## src/rtl/mips_defines.sv

```systemverilog
// Shared MIPS core defines: datapath widths and the branch-redirect FSM encodings.
// Define MIPS_BJP_DELAY_SLOT_EN on the command line to build for an architectural delay slot.
`ifndef MIPS_DEFINES_SV
`define MIPS_DEFINES_SV

`ifndef MIPS_DATA_WIDTH
`define MIPS_DATA_WIDTH 32
`endif

`ifndef MIPS_ADDR_WIDTH
`define MIPS_ADDR_WIDTH 32
`endif

`define MIPS_BJP_ST_IDLE  1'b0
`define MIPS_BJP_ST_REDIR 1'b1

`endif

```

## src/rtl/mips_ex_bjp_redirect_pkg.sv

```systemverilog
// Types and widths shared by the EX-stage branch redirect block, its interface and its bench.
`ifndef MIPS_DEFINES_SV
`include "mips_defines.sv"
`endif

package mips_ex_bjp_redirect_pkg;

   localparam int ADDR_WIDTH = `MIPS_ADDR_WIDTH;
   localparam int DATA_WIDTH = `MIPS_DATA_WIDTH;

   typedef enum logic {
      BJP_ST_IDLE  = `MIPS_BJP_ST_IDLE,
      BJP_ST_REDIR = `MIPS_BJP_ST_REDIR
   } bjp_state_e;

   typedef logic [ADDR_WIDTH-1:0] addr_t;
   typedef logic [DATA_WIDTH-1:0] data_t;

endpackage

```

## src/rtl/mips_ex_bjp_redirect_if.sv

```systemverilog
// Redirect handshake from EX to IF: the master (EX) holds valid and pc until ready is seen.
interface mips_ex_bjp_redirect_if;
   import mips_ex_bjp_redirect_pkg::*;

   logic  if_redirect_valid;
   logic  if_redirect_ready;
   addr_t if_redirect_pc;

   modport master (
      output if_redirect_valid,
      output if_redirect_pc,
      input  if_redirect_ready
   );

   modport slave (
      input  if_redirect_valid,
      input  if_redirect_pc,
      output if_redirect_ready
   );
endinterface

```

## src/rtl/mips_ex_bjp_target.sv

```systemverilog
// PC-relative target adder: pc_incr + (word offset << 2), wrapping modulo the address width.
module mips_ex_bjp_target
   import mips_ex_bjp_redirect_pkg::*;
(
   input  addr_t pc_incr_i,
   input  data_t imm_i,
   output addr_t target_o
);

   // The top two offset bits fall off the end once scaled to bytes.
   logic unused_imm_bits;
   assign unused_imm_bits = ^imm_i[DATA_WIDTH-1:ADDR_WIDTH-2];

   assign target_o = pc_incr_i + {imm_i[ADDR_WIDTH-3:0], 2'b00};

endmodule

```

## src/rtl/mips_ex_bjp_redirect.sv

```systemverilog
// EX-stage branch resolution: registers the taken target, requests an IF redirect and flushes.
// With MIPS_BJP_DELAY_SLOT_EN defined the delay slot in EX commits, so flush_exmem stays low.
module mips_ex_bjp_redirect
   import mips_ex_bjp_redirect_pkg::*;
#(
   parameter int CNT_WIDTH = 16
) (
   input  logic                 clk,
   input  logic                 rst_n,
   input  logic                 ex_bjp_vld,
   input  logic                 alu_bjp_cmp_res,
   input  addr_t                bjp_pc_incr,
   input  data_t                bjp_imm,
   mips_ex_bjp_redirect_if.master redir,
   output logic                 flush_ifid,
   output logic                 flush_idex,
   output logic                 flush_exmem,
   output logic [CNT_WIDTH-1:0] bjp_taken_cnt
);

   bjp_state_e           state_q, state_d;
   addr_t                pc_q, pc_d;
   addr_t                target;
   logic [CNT_WIDTH-1:0] cnt_q, cnt_d;
   logic                 take;
   logic                 redirect_active;

   mips_ex_bjp_target u_target (
      .pc_incr_i (bjp_pc_incr),
      .imm_i     (bjp_imm),
      .target_o  (target)
   );

   assign take = ex_bjp_vld & alu_bjp_cmp_res;

   // NOTE: non-blocking assignments here so every register samples pre-edge values.
   always_ff @(posedge clk or negedge rst_n) begin
      if (!rst_n) begin
         state_q <= BJP_ST_IDLE;
         pc_q    <= '0;
         cnt_q   <= '0;
      end else begin
         state_q <= state_d;
         pc_q    <= pc_d;
         cnt_q   <= cnt_d;
      end
   end

   // NOTE: defaults first so no path through the case leaves a signal unassigned (no latch).
   always_comb begin
      state_d = state_q;
      pc_d    = pc_q;
      cnt_d   = cnt_q;
      case (state_q)
         BJP_ST_IDLE: begin
            if (take) begin
               state_d = BJP_ST_REDIR;
               pc_d    = target;
               cnt_d   = cnt_q + 1'b1;
            end
         end
         BJP_ST_REDIR: begin
            // EX holds bubbles while a redirect is outstanding, so its inputs are ignored here.
            if (redir.if_redirect_ready) begin
               state_d = BJP_ST_IDLE;
            end
         end
         default: state_d = BJP_ST_IDLE;
      endcase
   end

   always_comb begin
      redirect_active         = (state_q == BJP_ST_REDIR);
      redir.if_redirect_valid = redirect_active;
      flush_ifid              = redirect_active;
      flush_idex              = redirect_active;
`ifdef MIPS_BJP_DELAY_SLOT_EN
      flush_exmem             = 1'b0;
`else
      flush_exmem             = redirect_active;
`endif
   end

   assign redir.if_redirect_pc = pc_q;
   assign bjp_taken_cnt        = cnt_q;

endmodule

```

## src/flat_wrapper.sv

```systemverilog
// flat-port wrapper written by rule: the top's interface ports become plain ports
module mips_ex_bjp_redirect_flat import mips_ex_bjp_redirect_pkg::*;
#(
   parameter int CNT_WIDTH = 16
)
  (clk, rst_n, ex_bjp_vld, alu_bjp_cmp_res, bjp_pc_incr, bjp_imm, flush_ifid, flush_idex, flush_exmem, bjp_taken_cnt, redir_if_redirect_valid, redir_if_redirect_pc, redir_if_redirect_ready);
  mips_ex_bjp_redirect_if redir_i ();
  input  logic clk;
  input  logic rst_n;
  input  logic ex_bjp_vld;
  input  logic alu_bjp_cmp_res;
  input  addr_t bjp_pc_incr;
  input  data_t bjp_imm;
  output logic flush_ifid;
  output logic flush_idex;
  output logic flush_exmem;
  output logic [CNT_WIDTH-1:0] bjp_taken_cnt;
  output wire logic [$bits(redir_i.if_redirect_valid)-1:0] redir_if_redirect_valid;
  output wire logic [$bits(redir_i.if_redirect_pc)-1:0] redir_if_redirect_pc;
  input wire logic [$bits(redir_i.if_redirect_ready)-1:0] redir_if_redirect_ready;
  assign redir_if_redirect_valid = redir_i.if_redirect_valid;
  assign redir_if_redirect_pc = redir_i.if_redirect_pc;
  assign redir_i.if_redirect_ready = redir_if_redirect_ready;
  mips_ex_bjp_redirect #(.CNT_WIDTH(CNT_WIDTH)) u_core (.clk(clk), .rst_n(rst_n), .ex_bjp_vld(ex_bjp_vld), .alu_bjp_cmp_res(alu_bjp_cmp_res), .bjp_pc_incr(bjp_pc_incr), .bjp_imm(bjp_imm), .redir(redir_i), .flush_ifid(flush_ifid), .flush_idex(flush_idex), .flush_exmem(flush_exmem), .bjp_taken_cnt(bjp_taken_cnt));
endmodule
```

## config.mk

```make
export PLATFORM = sky130hd
export DESIGN_NAME = mips_ex_bjp_redirect_flat
export DESIGN_NICKNAME = d
export VERILOG_FILES = /design/src/rtl/mips_ex_bjp_redirect_pkg.sv /design/src/rtl/mips_ex_bjp_redirect_if.sv /design/src/rtl/mips_ex_bjp_target.sv /design/src/rtl/mips_ex_bjp_redirect.sv /design/src/flat_wrapper.sv
export VERILOG_INCLUDE_DIRS = /design/src /design/src/rtl
export SDC_FILE = /design/constraint.sdc
export NUM_CORES = 1
export LEC_CHECK = 0
export CAP_MARGIN = 10
export CELL_PAD_IN_SITES_DETAIL_PLACEMENT = 0
export CELL_PAD_IN_SITES_GLOBAL_PLACEMENT = 1
export CORE_UTILIZATION = 30
export CTS_CLUSTER_SIZE = 30
export DETAILED_ROUTE_END_ITERATION = 8
export PLACE_DENSITY_LB_ADDON = 0.1
export SLEW_MARGIN = 20
export SYNTH_ARGS = -nofsm -noshare
export SYNTH_HDL_FRONTEND = slang
export SYNTH_SLANG_ARGS = --single-unit
```

## constraint.sdc

```tcl
create_clock -name clk -period 1.6 [get_ports clk]
set_clock_uncertainty 0.2 [all_clocks]
set_input_delay 0.32 -clock clk [delete_from_list [all_inputs] [get_ports clk]]
set_output_delay 0.32 -clock clk [all_outputs]
set_load 0.01 [all_outputs]
```

==> impl_metrics.py <==
metrics = {
    "synth": {
        "synth.most_common_cell": "nand2_1",
        "synthesis.nets": 498,
        "ys_types": 50,
        "synth_area_leaders": "dfrtp_1, ha_1, xnor2_1, nand2_1, o21ai_0",
        "synthCells": 398,
        "ys_top_cells_by_count": "nand2_1, dfrtp_1, o21ai_0, ha_1, xnor2_1",
        "yosys_warnings": 0,
        "synth_area_sq_um": 3480,
        "yosys.area.top_type_share_pct": 35.2,
        "synth-seq-area-share_pct": 35.2,
        "ys_ff_latch": 49,
        "yosys.area.top_type": "dfrtp_1",
        "async_flop_share_pct": 100,
        "synth_edf_count": 0,
        "syn_area_per_cell_sq_um": 8.75,
        "synthFlopType": "dfrtp_1",
    },
    "placed_design": {
        "place.gp.congestion": 0.810,
        "placed_cells": 738,
        "port_buffers": 118,
        "dp_slack_ns": -1.36,
        "hpwlAfterDp_um": 8550,
        "placedInstanceArea_sq_um": 5730,
    },
    "floorplanning": {
        "dieHeight_um": 110,
        "start_util_pct": 31.4,
        "die_x_um": 110,
        "core_area_sq_um": 11100,
        "ios": 121,
        "dieArea_sq_um": 12000,
        "num_rows": 38,
    },
    "power": {
        "seq_power_share_pct": 31.4,
        "internal-power_mw": 3.53,
        "sw_frac_of_total_pct": 35.5,
        "p_leak_nw": 3.24,
        "ir_drop_mv": 0.517,
        "netSwitchingPower_mw": 1.94,
        "power_density_nw_per_um2": 792,
        "p_comb_share_pct": 48.4,
        "clkPwrFrac_pct": 20.3,
    },
    "timing": {
        "worst_pin_slew_ns": 0.412,
        "period_minus_slack_ns": 2.24,
        "max_slew_margin_pct": 72.6,
        "setup_viol": 30,
        "report.final.slew_viol_count": 0,
        "postLayoutSetupSlackWorst_ns": -0.640,
        "clock.fmax_mhz": 446,
        "hold_violations": 0,
        "rsz0062_at_grt": "yes",
        "finalCritPeriodShare_pct": 140,
    },
    "route": {
        "avgViaCountPerCell": 4.97,
        "drtIter0Drc": 178,
        "wl_per_cell_um": 15.0,
        "vias": 3938,
        "drtAntennaViolNets": 0,
        "met1_length_um": 5210,
        "wl_met2_um": 6110,
        "drc": 0,
        "met3_length_um": 438,
        "highest_layer": "met4",
        "drt_pass1_iterations": 4,
        "drt-total-wl_um": 11900,
    },
    "worst_setup_path": {
        "required_ns": 1.63,
        "reg2reg_depth": 7,
        "crit_start": "bjp_pc_incr[2]",
        "crit_type": "in2reg",
        "endpoint": "u_core.redir.if_redirect_pc[26]",
        "r2r_start": "u_core.flush_exmem",
        "r2r_slack_ns": -0.08,
        "worstReg2RegEnd": "u_core.redir.if_redirect_pc[17]",
        "crit_fanout": 4,
        "endpoint_kind": "register",
        "worstPathArrival_ns": 2.27,
        "cp-start-kind": "primary input",
    },
    "global_route": {
        "grt_max_degree": 33,
        "grt_pass1_vias": 3966,
        "antenna_found_initial": 0,
        "grt_pass1_wl_um": 18800,
        "grt_overflow_total": 0,
        "track_usage_pct": 19.9,
    },
    "clock_tree": {
        "htreeDepth": 2,
        "clockBufferDepth": 2,
        "cts_buffers": 5,
        "cts_tree": "built",
        "path_clk_slew_ns": 0.07,
        "clkLatencyLatePin_ns": 0.29,
        "clkSinkCount": 49,
        "clockRootBuffer": "clkbuf_16",
    },
    "layout": {
        "drive_gt1_share_pct": 48.1,
        "fin_nets": 752,
        "area_growth_pct": 98.2,
        "final_cells": 793,
        "antenna_cells": 0,
        "stdcell_area_sq_um": 6900,
    },
    "flow_run": {
        "drv_cap": 0,
    },
    "run_status": {
        "status": "finished, violations left",
        "violations": "negative setup slack",
    },
    "worst_hold_path": {
        "hold_path.class": "in2reg",
        "holdPathStages": 4,
    },
}
how the worst min path moves through the flow:
| stage | from | to | slack, ns |
|---|---|---|---|
| after floorplan | rst_n | u_core.bjp_taken_cnt[0] | -0.18 |
| after global placement | rst_n | u_core.redir.if_redirect_pc[3] | 0.07 |
| after detailed placement | rst_n | u_core.redir.if_redirect_pc[3] | 0.07 |
| after CTS | bjp_pc_incr[2] | u_core.redir.if_redirect_pc[2] | 0.12 |
| after global routing | bjp_imm[0] | u_core.redir.if_redirect_pc[2] | 0.17 |
| final | bjp_imm[0] | u_core.redir.if_redirect_pc[2] | 0.13 |
cell usage in the layout (no fill, tap or decap), types with 6 or more instances in the layout:
cell type | Yosys | final
and3_4 | 0 | 9
nand3_1 | 17 | 11
o21ai_2 | 2 | 9
a21o_1 | 13 | 12
clkdlybuf4s50_1 | 0 | 9
xnor2_2 | 0 | 6
xor2_1 | 10 | 9
xnor2_1 | 28 | 22
buf_4 | 3 | 119
a21oi_1 | 26 | 13
a21oi_4 | 0 | 7
ha_4 | 0 | 27
o21ai_0 | 43 | 14
clkdlybuf4s15_1 | 0 | 7
nor2_1 | 16 | 9
dlygate4sd2_1 | 0 | 67
a21oi_2 | 1 | 7
nand2_1 | 61 | 54
o21ai_1 | 0 | 17
buf_2 | 2 | 16
dfrtp_1 | 49 | 47
buf_6 | 0 | 30
cell families after synthesis:
family                   share of synthesized area [%]
adder cells (fa/ha/maj)                           11.4
multiplexers                                     0.288
AO/OA/AOI/OAI                                     23.4
AND/OR/NAND/NOR                                   17.1
XOR/XNOR                                          9.56
flip-flops                                        35.2
buffers and inverters                             3.09
power groups by stage:
stage,clock network (mW),logic (mW),registers [mW]
after floorplan,0,0.894,1.85
final,1.11,2.64,1.71
after global placement,0,2.28,1.75
after detailed placement,0,2.30,1.75
after global routing,1.17,2.88,1.75
after CTS,1.13,2.49,1.71
sequential cells by signal (all words and copies together), names as in the netlist:
name	count
u_core.bjp_taken_cnt	16
u_core.flush_exmem	1
u_core.redir.if_redirect_pc	32
metal layers:
metal | vias to the layer above | global-route usage, %
met2 | 86 | 35.6
met1 | 1902 | 25.4
met5 | - | 0
met4 | 0 | 4.10
met3 | 8 | 2.55
li1 | 1942 | -
what timing repair did:
action	CTS	global route
pin swaps	95	41
hold buffers	1	0
hold endpoints to repair	12	0
buffers inserted	39	11
endpoints found under the setup margin	92	42
resized for setup	316	51
final cells by class:
class	instances	area, sq um
clock inverter	3	26.3
sequential	49	1230
timing repair buffer	262	2200
clock buffer	5	125
fill	966	4180
tap	140	175
inverter	10	37.5
multi-input combinational	324	3110
stage by stage:
stage	setup TNS [ns]	total power, mW	util [%]	hold slack [ns]
after floorplan	-11.12	2.74	-	-0.176
after global placement	-35.63	4.03	51.7	0.0729
after detailed placement	-36.21	4.05	51.7	0.0725
after CTS	-10.94	5.33	59.8	0.124
after global routing	-12.74	5.80	62.3	0.167
final	-10.24	5.46	62.3	0.130
critical path: stages:
cell and delay (ns):
buf_6 0.10, ha_4 0.15, inv_2 0.05, fa_2 0.19
and2b_1 0.20, o21ai_4 0.15, o21ai_2 0.09, a311o_2 0.38
a21o_1 0.21, a2111o_1 0.36, nand3_1 0.07
Note: power is estimated with default switching activity, not from simulation.
